### src/rtl/constant_coeff_divider_pkg.sv
// Shared types and constant helpers for the constant-coefficient divider.
// Holds the FSM encoding and the elaboration-time width/sign helpers.
package constant_coeff_divider_pkg;

  typedef enum logic [1:0] {
    IDLE = 2'd0,
    BUSY = 2'd1,
    FIX  = 2'd2,
    DONE = 2'd3
  } state_t;

  function automatic int clog2(input longint v);
    int     r;
    longint x;
    r = 0;
    x = v - 1;
    while (x > 0) begin
      r++;
      x = x >>> 1;
    end
    return r;
  endfunction

  function automatic int abs_int(input int v);
    return (v < 0) ? -v : v;
  endfunction

  function automatic int max_int(input int a, input int b);
    return (a > b) ? a : b;
  endfunction

endpackage

### src/rtl/constant_coeff_divider_if.sv
// Dividend/result handshake bundle: valid/ready in, valid/ready out.
// master drives dividend and out_ready; slave is the divider.
interface constant_coeff_divider_if #(
  parameter int DW_I = 20,
  parameter int DW_O = DW_I
);

  logic                   in_valid;
  logic                   in_ready;
  logic signed [DW_I-1:0] A;
  logic                   out_valid;
  logic                   out_ready;
  logic signed [DW_O-1:0] Q;
  logic signed [DW_O-1:0] R;
  logic                   ovf;

  modport master (
    output in_valid, A, out_ready,
    input  in_ready, out_valid, Q, R, ovf
  );

  modport slave (
    input  in_valid, A, out_ready,
    output in_ready, out_valid, Q, R, ovf
  );

endinterface

### src/rtl/constant_coeff_div_step.sv
// One restoring-division step: shift in the next dividend bit, subtract the
// divisor when it fits. Purely combinational, no backpressure.
module constant_coeff_div_step #(
  parameter int PR_W    = 21,
  parameter int DIVISOR = 30
) (
  input  logic [PR_W-1:0] i_rem,
  input  logic            i_bit,
  output logic [PR_W-1:0] o_rem,
  output logic            o_qbit
);

  localparam logic [PR_W:0] DIV_V = (PR_W+1)'(DIVISOR);

  logic [PR_W:0] w_trial;
  logic [PR_W:0] w_res;
  logic          w_unused_msb;

  assign w_trial = {i_rem, i_bit};
  assign o_qbit  = (w_trial >= DIV_V);
  assign w_res   = o_qbit ? (w_trial - DIV_V) : w_trial;

  // The restored remainder is always below the divisor, so the top bit is zero.
  assign {w_unused_msb, o_rem} = w_res;

endmodule

### src/rtl/constant_coeff_divider.sv
// Signed divide by a compile-time constant, one quotient bit per clock.
// Latency dataWidth_i+1 from accept to out_valid; result held until out_ready.
module constant_coeff_divider
  import constant_coeff_divider_pkg::*;
#(
  parameter int constant_coeff = 30,
  parameter int dataWidth_i    = 20,
  parameter int dataWidth_o    = dataWidth_i
) (
  input logic                     clk,
  input logic                     rst_n,
  constant_coeff_divider_if.slave io_bus
);

  localparam int   N         = dataWidth_i;
  localparam int   ABS_COEFF = abs_int(constant_coeff);
  localparam logic COEFF_NEG = (constant_coeff < 0);
  localparam int   PR_W      = max_int(N, clog2(ABS_COEFF) + 1) + 1;
  localparam int   CNT_W     = max_int(clog2(N), 1);
  localparam int   QF_W      = N + 1;
  localparam int   RF_W      = PR_W + 1;

  if (constant_coeff == 0) begin : g_bad_coeff
    $error("constant_coeff_divider: constant_coeff must be non-zero");
  end

  state_t                  r_state;
  state_t                  w_next;
  logic                    w_in_ready;
  logic                    w_out_valid;

  logic [N-1:0]            r_mag;
  logic                    r_sign_a;
  logic [CNT_W-1:0]        r_cnt;
  logic [PR_W-1:0]         r_rem;
  logic [N-1:0]            r_quo;
  logic signed [dataWidth_o-1:0] r_q;
  logic signed [dataWidth_o-1:0] r_r;
  logic                    r_ovf;

  logic [N-1:0]            w_abs_a;
  logic [PR_W-1:0]         w_rem_nxt;
  logic                    w_qbit;
  logic signed [QF_W-1:0]  w_q_full;
  logic signed [RF_W-1:0]  w_r_full;
  logic signed [dataWidth_o-1:0] w_q_trunc;
  logic signed [dataWidth_o-1:0] w_r_trunc;
  logic                    w_ovf;

  // N bits unsigned are enough: |-2^(N-1)| = 2^(N-1) is the largest magnitude.
  assign w_abs_a = io_bus.A[N-1] ? (~io_bus.A + 1'b1) : io_bus.A;

  constant_coeff_div_step #(
    .PR_W    (PR_W),
    .DIVISOR (ABS_COEFF)
  ) u_step (
    .i_rem  (r_rem),
    .i_bit  (r_mag[N-1]),
    .o_rem  (w_rem_nxt),
    .o_qbit (w_qbit)
  );

  always_comb begin
    w_q_full = $signed({1'b0, r_quo});
    if (r_sign_a ^ COEFF_NEG) begin
      w_q_full = -w_q_full;
    end
    w_r_full = $signed({1'b0, r_rem});
    if (r_sign_a) begin
      w_r_full = -w_r_full;
    end
    w_q_trunc = dataWidth_o'(w_q_full);
    w_r_trunc = dataWidth_o'(w_r_full);
    w_ovf     = (QF_W'(w_q_trunc) != w_q_full) || (RF_W'(w_r_trunc) != w_r_full);
  end

  always_ff @(posedge clk or negedge rst_n) begin
    if (!rst_n) begin
      r_state <= IDLE;
    end else begin
      r_state <= w_next;
    end
  end

  always_comb begin
    w_next      = r_state;
    w_in_ready  = 1'b0;
    w_out_valid = 1'b0;
    case (r_state)
      IDLE: begin
        w_in_ready = 1'b1;
        if (io_bus.in_valid) begin
          w_next = BUSY;
        end
      end
      BUSY: begin
        if (r_cnt == '0) begin
          w_next = FIX;
        end
      end
      FIX: begin
        w_next = DONE;
      end
      DONE: begin
        w_out_valid = 1'b1;
        if (io_bus.out_ready) begin
          w_next = IDLE;
        end
      end
      default: begin
        w_next = IDLE;
      end
    endcase
  end

  always_ff @(posedge clk or negedge rst_n) begin
    if (!rst_n) begin
      r_mag    <= '0;
      r_sign_a <= 1'b0;
      r_cnt    <= '0;
      r_rem    <= '0;
      r_quo    <= '0;
      r_q      <= '0;
      r_r      <= '0;
      r_ovf    <= 1'b0;
    end else begin
      case (r_state)
        IDLE: begin
          if (io_bus.in_valid) begin
            r_mag    <= w_abs_a;
            r_sign_a <= io_bus.A[N-1];
            r_cnt    <= CNT_W'(N - 1);
            r_rem    <= '0;
            r_quo    <= '0;
          end
        end
        BUSY: begin
          r_mag <= r_mag << 1;
          r_rem <= w_rem_nxt;
          r_quo <= {r_quo[N-2:0], w_qbit};
          r_cnt <= r_cnt - 1'b1;
        end
        FIX: begin
          r_q   <= w_q_trunc;
          r_r   <= w_r_trunc;
          r_ovf <= w_ovf;
        end
        default: begin
        end
      endcase
    end
  end

  assign io_bus.in_ready  = w_in_ready;
  assign io_bus.out_valid = w_out_valid;
  assign io_bus.Q         = r_q;
  assign io_bus.R         = r_r;
  assign io_bus.ovf       = r_ovf;

endmodule
### src/flat_wrapper.sv
// flat-port wrapper written by rule: the top's interface ports become plain ports
module constant_coeff_divider_flat import constant_coeff_divider_pkg::*;
#(
  parameter int constant_coeff = 30,
  parameter int dataWidth_i    = 20,
  parameter int dataWidth_o    = dataWidth_i
)
  (clk, rst_n, io_bus_in_valid, io_bus_A, io_bus_out_ready, io_bus_in_ready, io_bus_out_valid, io_bus_Q, io_bus_R, io_bus_ovf);
  constant_coeff_divider_if io_bus_i ();
  input logic clk;
  input logic rst_n;
  input wire logic [$bits(io_bus_i.in_valid)-1:0] io_bus_in_valid;
  input wire logic [$bits(io_bus_i.A)-1:0] io_bus_A;
  input wire logic [$bits(io_bus_i.out_ready)-1:0] io_bus_out_ready;
  output wire logic [$bits(io_bus_i.in_ready)-1:0] io_bus_in_ready;
  output wire logic [$bits(io_bus_i.out_valid)-1:0] io_bus_out_valid;
  output wire logic [$bits(io_bus_i.Q)-1:0] io_bus_Q;
  output wire logic [$bits(io_bus_i.R)-1:0] io_bus_R;
  output wire logic [$bits(io_bus_i.ovf)-1:0] io_bus_ovf;
  assign io_bus_i.in_valid = io_bus_in_valid;
  assign io_bus_i.A = io_bus_A;
  assign io_bus_i.out_ready = io_bus_out_ready;
  assign io_bus_in_ready = io_bus_i.in_ready;
  assign io_bus_out_valid = io_bus_i.out_valid;
  assign io_bus_Q = io_bus_i.Q;
  assign io_bus_R = io_bus_i.R;
  assign io_bus_ovf = io_bus_i.ovf;
  constant_coeff_divider #(.constant_coeff(constant_coeff), .dataWidth_i(dataWidth_i), .dataWidth_o(dataWidth_o)) u_core (.clk(clk), .rst_n(rst_n), .io_bus(io_bus_i));
endmodule
### config.mk
export PLATFORM = sky130hd
export DESIGN_NAME = constant_coeff_divider_flat
export DESIGN_NICKNAME = d
export VERILOG_FILES = /design/src/rtl/constant_coeff_divider_pkg.sv /design/src/rtl/constant_coeff_divider_if.sv /design/src/rtl/constant_coeff_div_step.sv /design/src/rtl/constant_coeff_divider.sv /design/src/flat_wrapper.sv
export SDC_FILE = /design/constraint.sdc
export NUM_CORES = 1
export LEC_CHECK = 0
export CORE_MARGIN = 2
export CORE_UTILIZATION = 40
export DETAILED_ROUTE_END_ITERATION = 8
export DONT_BUFFER_PORTS = 1
export GPL_TIMING_DRIVEN = 1
export MAX_ROUTING_LAYER = met4
export SYNTH_ARGS = -nofsm -noshare
export SYNTH_HDL_FRONTEND = slang
export SYNTH_HIERARCHICAL = 1
export SYNTH_SLANG_ARGS = --single-unit
export TNS_END_PERCENT = 10
### constraint.sdc
create_clock -name clk -period 6.85 [get_ports clk]
set_clock_uncertainty 0.1 [all_clocks]
set_input_delay 2.055 -clock clk [delete_from_list [all_inputs] [get_ports clk]]
set_output_delay 2.055 -clock clk [all_outputs]
set_load 0.01 [all_outputs]
==> impl_metrics.prom <==
# TYPE chip_impl_metric gauge
chip_impl_metric{name="vdd_drop_max",unit="mV"} 0.343
chip_impl_metric{name="multi_input_area",unit="mm2"} 0.00315
chip_impl_metric{name="horizontal_extent_of_the_die",unit="um"} 127
chip_impl_metric{name="io_buffers",unit=""} 0
chip_impl_metric{name="drv_slew",unit=""} 0
chip_impl_metric{name="diodes",unit=""} 0
chip_impl_metric{name="1st_iter_drt_viols",unit=""} 374
chip_impl_metric{name="dp_worst_setup_slack",unit="ns"} 2.80
chip_impl_metric{name="postSynthRegisterBits",unit=""} 110
chip_impl_info{name="rsz_0062_raised_after_global_routing",value="no"} 1
chip_impl_metric{name="via_count_of_the_first_global_routing_pass",unit=""} 4542
chip_impl_metric{name="fin_worst_hold_slack",unit="ns"} 0.391
chip_impl_metric{name="floorplan.core_area",unit="mm2"} 0.0150
chip_impl_metric{name="post_cts.resized_instances",unit=""} 0
chip_impl_metric{name="post-route-min-period",unit="ns"} 3.74
chip_impl_metric{name="cts_hold_bufs",unit=""} 0
chip_impl_metric{name="combinational_fraction_of_design_power",unit=""} 0.470
chip_impl_info{name="end_kind",value="flip-flop"} 1
chip_impl_metric{name="antenna_found_initial",unit=""} 0
chip_impl_metric{name="worstPathArrival",unit="ns"} 3.88
chip_impl_metric{name="relSlewSlack",unit=""} 0.286
chip_impl_metric{name="r2r_cells",unit=""} 8
chip_impl_metric{name="min_delay_path_depth",unit=""} 2
chip_impl_metric{name="cts.htree.levels",unit=""} 3
chip_impl_metric{name="wl_per_cell",unit="um"} 17.4
chip_impl_metric{name="switchingPower",unit="mW"} 1.55
chip_impl_metric{name="cts-buffers-inserted",unit=""} 9
chip_impl_info{name="cts.root.buffer_cell",value="clkbuf_16"} 1
chip_impl_metric{name="power.share.switching",unit=""} 0.453
chip_impl_metric{name="wire_length_of_the_first_global_routing_pass",unit="um"} 23300
chip_impl_metric{name="yosys_warns",unit=""} 6
chip_impl_metric{name="firstDrtPassIters",unit=""} 5
chip_impl_metric{name="critical_path_required",unit="ns"} 6.99
chip_impl_metric{name="die_area",unit="mm2"} 0.0162
chip_impl_metric{name="syn_to_final_growth",unit="%"} 7.33
chip_impl_metric{name="height_of_the_die",unit="um"} 127
chip_impl_metric{name="post_synthesis_cell_area",unit="mm2"} 0.00610
chip_impl_metric{name="initial_core_util",unit=""} 0.406
chip_impl_metric{name="syn-num-nets",unit=""} 664
chip_impl_metric{name="worst_path_maximum_fanout",unit=""} 7
chip_impl_metric{name="wl",unit="um"} 13900
chip_impl_metric{name="layout.filler_cells",unit=""} 1443
chip_impl_metric{name="yosys.cell_types.count",unit=""} 61
chip_impl_metric{name="estimated_wirelength_of_the_detail_placed_design",unit="um"} 9150
chip_impl_metric{name="clkSinkCount",unit=""} 110
chip_impl_metric{name="power.sequential.fraction",unit=""} 0.365
chip_impl_metric{name="leakagePower",unit="nW"} 2.82
chip_impl_metric{name="postSynth.asyncResetShare",unit=""} 1.00
chip_impl_metric{name="timing.final.ws_setup",unit="ns"} 3.11
chip_impl_metric{name="drc_violations_left",unit=""} 0
chip_impl_metric{name="antenna_left",unit=""} 0
chip_impl_metric{name="grt_remaining_overflow",unit=""} 0
chip_impl_metric{name="total_setup_violations_reported_at_the_end_of_the_flow",unit=""} 0
chip_impl_metric{name="boundaryPins",unit=""} 67
chip_impl_metric{name="row_count",unit=""} 45
chip_impl_metric{name="power.internal",unit="mW"} 1.88
chip_impl_info{name="critPathKind",value="in2reg"} 1
chip_impl_metric{name="grt_max_degree",unit=""} 111
chip_impl_metric{name="clk_transition_reported_paths",unit="ns"} 0.07
chip_impl_metric{name="final_hold_violations",unit=""} 0
chip_impl_metric{name="worst_pin_slew",unit="ns"} 1.06
chip_impl_metric{name="max_clock_freq",unit="MHz"} 268
chip_impl_metric{name="cts_buffer_depth",unit=""} 2
chip_impl_info{name="start_kind",value="input pin"} 1
chip_impl_info{name="run_status",value="finished, final reports clean"} 1
chip_impl_metric{name="setup-tns-final",unit="ns"} 0
chip_impl_metric{name="seqCellArea",unit="mm2"} 0.00275
chip_impl_metric{name="synth.avg_cell_area",unit="um2"} 9.68
chip_impl_info{name="synth-main-ff-cell",value="dfrtp_1"} 1
chip_impl_metric{name="synth_edf_count",unit=""} 0
chip_impl_metric{name="nets",unit=""} 641
chip_impl_metric{name="routabilityCongestion",unit=""} 0.859
chip_impl_metric{name="final_layout_size_suffix_gt1_frac",unit=""} 0.0784
chip_impl_metric{name="part_of_the_cycle_the_worst_path_needs",unit=""} 0.546
chip_impl_metric{name="cts_setup_buffers",unit=""} 0
chip_impl_metric{name="synthesized_instance_count",unit=""} 630
chip_impl_metric{name="synth_seq_area_share",unit=""} 0.451
chip_impl_info{name="tritoncts",value="done"} 1
chip_impl_metric{name="via_count",unit=""} 4598
chip_impl_metric{name="worst_skew_pair_later_pin_latency",unit="ns"} 0.35
chip_impl_info{name="hold_path_class",value="reg2reg"} 1
chip_impl_metric{name="max_cap_viols",unit=""} 0
chip_impl_metric{name="pwr-share-clk",unit=""} 0.165
chip_impl_metric{name="routed_via_density",unit=""} 5.75
chip_impl_metric{name="power_density",unit="mW/mm2"} 524
chip_impl_metric{name="global_route.usage.total",unit=""} 0.183
worst max-delay path, stage by stage:
cell and delay, ns:
nor4_1 0.88, nand3_1 0.24, o41ai_1 0.37, mux2i_1 0.24, nand3_1 0.09
flip-flops by register name, summed over array words and instances, names as in the netlist:
name	count
u_core/io_bus.ovf	1
u_core/r_cnt	5
u_core/r_state	2
u_core/io_bus.Q	20
u_core/r_mag	20
u_core/r_sign_a	1
u_core/r_rem	21
u_core/io_bus.R	20
u_core/r_quo	20
final timing paths:
kind,startpoint,end,slack (ns)
hold / removal,u_core/r_mag[16],u_core/r_mag[16],0.39
hold reg to reg,u_core/r_mag[16],u_core/r_mag[16],0.39
max in group asynchronous,rst_n,u_core/io_bus.Q[15],5.21
setup / recovery,io_bus_A[4],u_core/r_mag[16],3.11
min in group asynchronous,rst_n,u_core/io_bus.Q[5],1.30
setup reg to reg,u_core/r_state[0],u_core/r_cnt[3],4.10
through the flow:
| step | cells | power [mW] | util | instance area, um2 |
|---|---|---|---|---|
| after floorplan | 630 | 2.50 | - | 6100 |
| after global placement | 784 | 2.84 | 0.414 | 6220 |
| after detailed placement | 784 | 2.88 | 0.414 | 6220 |
| after CTS | 800 | 3.47 | 0.435 | 6540 |
| after global routing | 800 | 3.73 | 0.435 | 6540 |
| final | 800 | 3.43 | 0.435 | 6540 |
kinds of logic after synthesis:
| logic type | count (synthesis) | synth area share |
|---|---|---|
| muxes | 20 | 0.0341 |
| xor gates and xnor gates | 66 | 0.0948 |
| AOI/OAI and AO/OA | 180 | 0.196 |
| DFF | 110 | 0.451 |
| and+or+nand+nor | 193 | 0.169 |
| adders and majority gates | 10 | 0.0205 |
| buffers and inverters | 51 | 0.0339 |
Yosys cell counts (all sizes together), types with 13 or more instances:
cell type	instances	share of area
dfrtp	110	0.45
nor4	17	0.021
o21ai	46	0.038
a21oi	53	0.044
inv	13	0.0080
a22o	39	0.056
o31ai	17	0.022
xnor2	22	0.032
xor2	44	0.063
nand2	38	0.023
clkbuf	32	0.020
mux2i	14	0.023
nor2	64	0.040
cell type report:
type / instances / area share
multi-input combinational: 469 / 0.482
sequential: 110 / 0.421
clock buffer: 10 / 0.0365
tap: 188 / 0.0359
clock inverter: 6 / 0.0130
inverter: 13 / 0.00746
timing repair buffer: 4 / 0.00459
power groups by stage:
stage	combinational [mW]	sequential [mW]	clock (mW)
6_report	1.61	1.25	0.567
5_1_grt	1.82	1.30	0.607
4_1_cts	1.62	1.26	0.587
3_5_place_dp	1.62	1.27	0
3_3_place_gp	1.58	1.26	0
2_1_floorplan	1.32	1.18	0
layer usage:
| layer | global-route usage | routed length, um | up-vias |
|---|---|---|---|
| met2 | 0.271 | 6340 | 102 |
| met4 | 0.0698 | 253 | 0 |
| li1 | - | - | 2238 |
| met5 | - | 0 | - |
| met3 | 0.0348 | 577 | 22 |
| met1 | 0.251 | 6770 | 2236 |
placed cells by master, fill, tap and decap left out, types with 10 or more instances in the layout:
cell type / n
mux2i_1: 14
a22o_1: 39
o21ai_0: 43
nor3_1: 10
xor2_1: 44
nand2_1: 38
o31ai_1: 16
dfrtp_1: 110
xnor2_1: 22
nor4_1: 15
nor2_1: 63
a21oi_1: 53
inv_1: 13
nand3_1: 11
Power figures use the tool's default switching activity.
